## config.mk

```make
export PLATFORM = sky130hd
export DESIGN_NAME = mem_port_arbiter
export DESIGN_NICKNAME = d
export VERILOG_FILES = /design/src/rtl/mem_arb_pkg.sv /design/src/rtl/arb_starve_counter.sv /design/src/rtl/mem_port_arbiter.sv
export SDC_FILE = /design/constraint.sdc
export NUM_CORES = 1
export LEC_CHECK = 0
export ABC_CLOCK_PERIOD_IN_PS = 2200
export CAP_MARGIN = 20
export CORE_MARGIN = 2
export CORE_UTILIZATION = 35
export DETAILED_ROUTE_END_ITERATION = 12
export GPL_ROUTABILITY_DRIVEN = 1
export PLACE_DENSITY = 0.71
export REMOVE_ABC_BUFFERS = 1
export SLEW_MARGIN = 40
export SYNTH_ARGS = -nofsm -noshare
export SYNTH_HDL_FRONTEND = slang
export SYNTH_SLANG_ARGS = --single-unit
```

## constraint.sdc

```tcl
create_clock -name clk -period 2.2 [get_ports clk]
set_clock_uncertainty 0.05 [all_clocks]
set_input_delay 0.44 -clock clk [delete_from_list [all_inputs] [get_ports clk]]
set_output_delay 0.44 -clock clk [all_outputs]
set_load 0.1 [all_outputs]
```

## src/rtl/mem_arb_pkg.sv

```systemverilog
// Shared types and constants for the unified memory port arbiter.
package mem_arb_pkg;

    typedef enum logic {
        OWN_CORE   = 1'b0,
        OWN_LOADER = 1'b1
    } owner_t;

    typedef enum logic {
        IDLE   = 1'b0,
        ACCESS = 1'b1
    } state_t;

    localparam logic [31:0] ERR_RDATA = 32'hDEAD_BEEF;

    // Core wins ties unless the loader has been starved long enough.
    function automatic owner_t pick_owner(input logic req0, input logic req1, input logic starved);
        if (req1 && (!req0 || starved)) begin
            return OWN_LOADER;
        end
        return OWN_CORE;
    endfunction

endpackage

```

## src/rtl/arb_starve_counter.sv

```systemverilog
// Saturating count of arbitrations the loader lost; at_max forces its next win.
module arb_starve_counter #(
    parameter int unsigned MAX = 4
) (
    input  logic clk,
    input  logic reset,
    input  logic inc,
    input  logic clr,
    output logic at_max
);
    localparam int unsigned CW = $clog2(MAX + 1);

    logic [CW-1:0] cnt;
    logic [CW-1:0] cnt_d;

    always_comb begin
        cnt_d = cnt;
        if (clr) begin
            cnt_d = '0;
        end else if (inc && (cnt != CW'(MAX))) begin
            cnt_d = cnt + CW'(1);
        end
    end

    // at_max is registered alongside the count so it always equals (cnt == MAX).
    always_ff @(posedge clk or negedge reset) begin
        if (!reset) begin
            cnt    <= '0;
            at_max <= 1'b0;
        end else begin
            cnt    <= cnt_d;
            at_max <= (cnt_d == CW'(MAX));
        end
    end

endmodule

```

## src/rtl/mem_port_arbiter.sv

```systemverilog
// Two-requester arbiter for the core's single memory port: one outstanding access,
// starvation guard for the loader, and an access timeout.
module mem_port_arbiter
    import mem_arb_pkg::*;
#(
    parameter int unsigned AW         = 32,
    parameter int unsigned DW         = 32,
    parameter int unsigned STARVE_MAX = 4,
    parameter int unsigned TIMEOUT    = 255
) (
    input  logic          clk,
    input  logic          reset,
    input  logic          req0,
    input  logic          we0,
    input  logic [AW-1:0] addr0,
    input  logic [DW-1:0] wdata0,
    input  logic          req1,
    input  logic          we1,
    input  logic [AW-1:0] addr1,
    input  logic [DW-1:0] wdata1,
    output logic          gnt0,
    output logic          gnt1,
    output logic          rvalid0,
    output logic          rvalid1,
    output logic [DW-1:0] rdata,
    output logic          err,
    output logic          core_stall,
    output logic          mem_req,
    output logic          mem_we,
    output logic [AW-1:0] mem_addr,
    output logic [DW-1:0] mem_wdata,
    input  logic          mem_ready,
    input  logic [DW-1:0] mem_rdata
);
    localparam int unsigned   TW     = (TIMEOUT > 1) ? $clog2(TIMEOUT) : 1;
    localparam logic [TW-1:0] T_LAST = TW'(TIMEOUT - 1);

    state_t        state;
    state_t        state_nxt;
    owner_t        owner;
    owner_t        win;
    logic [TW-1:0] tcnt;
    logic          starved;
    logic          timeout_hit;
    logic          grant;
    logic          done_ok;
    logic          done_to;
    logic          starve_inc;
    logic          starve_clr;

    assign win         = pick_owner(req0, req1, starved);
    assign timeout_hit = (TIMEOUT != 0) && (tcnt == T_LAST);

    // Stall is the one combinational output: the core must freeze in the same cycle it asks.
    assign core_stall  = req0 & ~rvalid0;

    arb_starve_counter #(
        .MAX    (STARVE_MAX)
    ) u_starve (
        .clk    (clk),
        .reset  (reset),
        .inc    (starve_inc),
        .clr    (starve_clr),
        .at_max (starved)
    );

    always_ff @(posedge clk or negedge reset) begin
        if (!reset) begin
            state <= IDLE;
        end else begin
            state <= state_nxt;
        end
    end

    always_comb begin
        state_nxt = state;
        case (state)
            IDLE:    if (req0 || req1) state_nxt = ACCESS;
            ACCESS:  if (mem_ready || timeout_hit) state_nxt = IDLE;
            default: state_nxt = IDLE;
        endcase
    end

    // mem_ready wins over timeout on the last cycle, so a late completion is not reported as an error.
    always_comb begin
        grant      = (state == IDLE) && (req0 || req1);
        done_ok    = (state == ACCESS) && mem_ready;
        done_to    = (state == ACCESS) && !mem_ready && timeout_hit;
        starve_inc = grant && (win == OWN_CORE) && req1;
        starve_clr = grant && (win == OWN_LOADER);
    end

    always_ff @(posedge clk or negedge reset) begin
        if (!reset) begin
            owner     <= OWN_CORE;
            tcnt      <= '0;
            gnt0      <= 1'b0;
            gnt1      <= 1'b0;
            rvalid0   <= 1'b0;
            rvalid1   <= 1'b0;
            rdata     <= '0;
            err       <= 1'b0;
            mem_req   <= 1'b0;
            mem_we    <= 1'b0;
            mem_addr  <= '0;
            mem_wdata <= '0;
        end else begin
            gnt0    <= grant && (win == OWN_CORE);
            gnt1    <= grant && (win == OWN_LOADER);
            rvalid0 <= (done_ok || done_to) && (owner == OWN_CORE);
            rvalid1 <= (done_ok || done_to) && (owner == OWN_LOADER);
            mem_req <= (state_nxt == ACCESS);

            if (grant) begin
                owner     <= win;
                tcnt      <= '0;
                mem_we    <= (win == OWN_LOADER) ? we1    : we0;
                mem_addr  <= (win == OWN_LOADER) ? addr1  : addr0;
                mem_wdata <= (win == OWN_LOADER) ? wdata1 : wdata0;
            end else if (state == ACCESS) begin
                tcnt <= tcnt + TW'(1);
            end

            if (done_ok) begin
                rdata <= mem_rdata;
                err   <= 1'b0;
            end else if (done_to) begin
                rdata <= DW'(ERR_RDATA);
                err   <= 1'b1;
            end
        end
    end

endmodule

```

==> flow_summary.html <==
<table>
<tr><th>Metric</th><th>Value</th></tr>
<tr><th colspan="2">Drt</th></tr>
<tr><td>Routed wire length</td><td>16400 um</td></tr>
<tr><td>DR pass1 iterations</td><td>4</td></tr>
<tr><td>Number of DRC markers after the initial detailed-route iteration</td><td>269</td></tr>
<tr><td>Drc violations</td><td>0</td></tr>
<tr><td>Number of nets with antenna violations after detailed routing</td><td>0</td></tr>
<tr><td>Routed len/inst</td><td>17.9 um</td></tr>
<tr><td>Vias</td><td>4780</td></tr>
<tr><td>Via density</td><td>5.23</td></tr>
<tr><th colspan="2">Synth</th></tr>
<tr><td>Number of synthesized flops with an enable pin</td><td>0</td></tr>
<tr><td>Largest cells by area after synthesis</td><td>dfrtp_1, a221o_1, and2_1</td></tr>
<tr><td>Netlist cell types</td><td>33</td></tr>
<tr><td>Cell count after synthesis</td><td>between 400 and 500</td></tr>
<tr><td>Most instantiated flip-flop cell in the synthesis netlist</td><td>dfrtp_1</td></tr>
<tr><td>Top cell type's share of synthesized area</td><td>57.2%</td></tr>
<tr><td>Library cell with the largest summed area after synthesis</td><td>dfrtp_1</td></tr>
<tr><td>Syn Std Cell Area</td><td>5070 um2</td></tr>
<tr><td>Avg Synthesized Cell Area</td><td>11.4 um2</td></tr>
<tr><td>Number of synthesis warnings</td><td>0</td></tr>
<tr><td>Synth async-reset ratio</td><td>100%</td></tr>
<tr><td>Register area share after synthesis</td><td>between 50% and 60%</td></tr>
<tr><td>Total of flip-flops plus latches after synthesis</td><td>~120</td></tr>
<tr><th colspan="2">Cells and area</th></tr>
<tr><td>Layout cell share with drive strength beyond 1</td><td>21.4%</td></tr>
<tr><td>Top library cells by usage in the layout, fill and taps aside</td><td>clkdlybuf4s50_1, buf_4, dfrtp_1</td></tr>
<tr><td>Area grow syn2layout</td><td>66.9%</td></tr>
<tr><td># nets final</td><td>approximately 890</td></tr>
<tr><td>Share of the core filled with cells in the final layout</td><td>58.9%</td></tr>
<tr><td>Most frequent standard cell in the layout excluding fill and tap cells</td><td>clkdlybuf4s50_1</td></tr>
<tr><td>Number of antenna repair diodes</td><td>0</td></tr>
<tr><td>Post-route cell area</td><td>8470 um2</td></tr>
<tr><th colspan="2">Clock tree</th></tr>
<tr><td>Clock latency at the later pin of the worst-skew pair</td><td>just over 0.4 ns</td></tr>
<tr><td>Clock root buffer master</td><td>clkbuf_16</td></tr>
<tr><td>TritonCTS Buffers</td><td>17</td></tr>
<tr><td>H-tree depth</td><td>4</td></tr>
<tr><td>TritonCTS sink count</td><td>roughly 120</td></tr>
<tr><td>Clock tree from TritonCTS</td><td>built</td></tr>
<tr><td>Hold bufs inserted after CTS</td><td>0</td></tr>
<tr><td>Buffers inserted during post-CTS setup optimization</td><td>0</td></tr>
<tr><td>Max clock buf depth</td><td>2</td></tr>
<tr><td>Clock-pin slew reported for the worst setup and hold paths after clock tree synthesis</td><td>0.05 ns</td></tr>
<tr><td>Quantity of gates resized following cts</td><td>0</td></tr>
<tr><th colspan="2">Floorplanning</th></tr>
<tr><td>Site Rows</td><td>44</td></tr>
<tr><td>I/O pin total</td><td>around 270</td></tr>
<tr><td>Die Footprint</td><td>~15000 um2</td></tr>
<tr><td>Core Footprint</td><td>14400 um2</td></tr>
<tr><td>Die width</td><td>124 um</td></tr>
<tr><td>Overall die height</td><td>124 um</td></tr>
<tr><td>Starting density of the core</td><td>approximately a third</td></tr>
<tr><th colspan="2">Run</th></tr>
<tr><td>Max-Cap Viols</td><td>0</td></tr>
<tr><th colspan="2">STA</th></tr>
<tr><td>Max-Slew Margin vs Limit</td><td>between 50% and 60%</td></tr>
<tr><td>Final worst hold slack</td><td>0.0381 ns</td></tr>
<tr><td>Final worst setup slack</td><td>around 0.17 ns</td></tr>
<tr><td>Final period utilization</td><td>92.4%</td></tr>
<tr><td>RSZ-0062 raised after global routing</td><td>false</td></tr>
<tr><td>Transition time at the pin with the least slew margin</td><td>around 0.64 ns</td></tr>
<tr><td>Count of final hold-check violations</td><td>0</td></tr>
<tr><td>Fmax</td><td>492 MHz</td></tr>
<tr><td>Number of setup violations in the final report</td><td>0</td></tr>
<tr><td>Number of pins with negative max-slew slack in the final report</td><td>0</td></tr>
<tr><td>Fin crit period</td><td>2.03 ns</td></tr>
<tr><th colspan="2">Worst setup path</th></tr>
<tr><td>Register-to-register path setup slack</td><td>a little under 0.5 ns</td></tr>
<tr><td>Startpoint type of the worst setup path</td><td>flop</td></tr>
<tr><td>Endpoint of the most critical register-to-register path</td><td>rvalid0</td></tr>
<tr><td>Worst setup EP type</td><td>output pin</td></tr>
<tr><td>CP required</td><td>1.71 ns</td></tr>
<tr><td>Count of cells along the worst register-to-register path</td><td>5</td></tr>
<tr><td>Worst Setup Path Type</td><td>reg2out</td></tr>
<tr><td>Maximum fanout count along the critical path</td><td>34</td></tr>
<tr><td>Worst reg2reg path startpoint</td><td>tcnt[0]</td></tr>
<tr><td>Critical path arrival</td><td>about 1.5 ns</td></tr>
<tr><th colspan="2">Run status</th></tr>
<tr><td>Run status</td><td>finished clean</td></tr>
<tr><th colspan="2">Power</th></tr>
<tr><td>Final Power</td><td>~11 mW</td></tr>
<tr><td>Internal power summed over all cells</td><td>5.83 mW</td></tr>
<tr><td>Maximum vdd drop</td><td>between 600 and 700 uV</td></tr>
<tr><td>Power density over cell area</td><td>about 1300 nW/um2</td></tr>
<tr><td>Proportion of power drawn by the clock network</td><td>27.0%</td></tr>
<tr><td>Relative contribution of combinational cells to total power</td><td>46.3%</td></tr>
<tr><td>Switching Fraction</td><td>46.1%</td></tr>
<tr><td>Sequential fraction of design power</td><td>a little over a quarter</td></tr>
<tr><td>Switching power</td><td>4.98 mW</td></tr>
<tr><td>Leakage Power</td><td>3.79 nW</td></tr>
<tr><th colspan="2">Global routing</th></tr>
<tr><td>Total routing usage reported by global routing</td><td>21.3%</td></tr>
<tr><td>Congestion Overflow GR</td><td>0</td></tr>
<tr><td>Number of global-route vias before repair</td><td>5071</td></tr>
<tr><td>Pin count of the biggest net entering global routing</td><td>roughly 120</td></tr>
<tr><td>Initial antenna violation count</td><td>0</td></tr>
<tr><td>Wire length of the first global-routing pass</td><td>between 20000 and 30000 um</td></tr>
<tr><th colspan="2">Min path</th></tr>
<tr><td>Hold crit path type</td><td>in2async</td></tr>
<tr><th colspan="2">Place</th></tr>
<tr><td>Input/output buffers</td><td>270</td></tr>
<tr><td>Standard cell area after detailed placement</td><td>a little under 8000 um2</td></tr>
<tr><td>HPWL Detailed</td><td>11500 um</td></tr>
<tr><td>GPL Wtd Cong</td><td>between 0.7 and 0.8</td></tr>
<tr><td>Placement-stage worst setup slack</td><td>0.0572 ns</td></tr>
</table>
## per-layer routing
| layer | track usage (%) | vias to the layer above | share of wire, % |
|---|---|---|---|
| met5 | 0 | - | 0 |
| met4 | 8.33 | 0 | 1.6 |
| met3 | 7.09 | 21 | 7.1 |
| met2 | 36.1 | 189 | 51 |
| met1 | 25.0 | 2336 | 40 |
| li1 | - | 2234 | - |
## flip-flops by register name, summed over array words and instances (netlist names), 3 cells and up
name          flops
u_starve.cnt      3
mem_addr         32
mem_wdata        32
rdata            32
tcnt              8
## layout make-up
type	instances	area (um2)
fillers	1166	5900
well taps	184	230
repair buffers	288	2650
inverters	9	33.8
multi-input cells	285	2020
clock inverters	10	153
clock buffers	22	474
flip-flops and latches	116	2900
## cells in the mapped netlist, drive strengths merged, types with 2 or more instances
cell type,instances
a21oi,32
a221o,73
and2,66
and3,2
buf,10
clkbuf,25
dfrtp,116
ha,4
inv,8
nand2,10
nand2b,2
nand3,5
nand4,4
nor2,28
nor2b,2
o211a,8
o211ai,4
o21ai,4
o22ai,25
o31ai,3
or4,4
## power by group through the flow
stage                     Sequential (mW)  Combinational (mW)  Clock (mW)
final                                2.89                5.00        2.91
after global routing                 2.96                5.18        3.08
after CTS                            2.90                5.03        2.97
after detailed placement             2.90                5.04           0
after global placement               2.90                4.96           0
after floorplan                      5.79               0.735           0
## worst max path at each step
| stage | start | endpoint | slack (ns) | cells past startpoint |
|---|---|---|---|---|
| after floorplan | mem_req | mem_addr[0] | -3.39 | 2 |
| after global placement | req0 | mem_wdata[13] | 0.08 | 5 |
| after detailed placement | req0 | mem_we | 0.06 | 5 |
| after CTS | mem_req | mem_req | 0.13 | 3 |
| after global routing | mem_req | mem_req | 0.09 | 3 |
| final | mem_req | mem_req | 0.17 | 3 |
## per-stage QoR
step	cells	setup TNS, ns
2_1_floorplan	410	-250.45
3_3_place_gp	882	0
3_5_place_dp	882	0
4_1_cts	914	0
5_1_grt	914	0
6_report	914	0
## critical path: stages (launching register included)
cell and delay, ns:
dfrtp_1 0.36, buf_4 0.18, buf_4 0.36, buf_12 0.23
## cells by family (layout without fill, tap and decap cells)
family | count (synthesis) | after routing | synth area share (%)
buffers and inverters | 44 | 329 | 3.50
flip-flops | 116 | 116 | 57.2
adder cells (fa/ha/maj) | 4 | 4 | 0.986
AND/OR/NAND/NOR | 126 | 126 | 13.7
AO/OA/AOI/OAI | 155 | 155 | 24.6
Power figures use the tool's default switching activity.
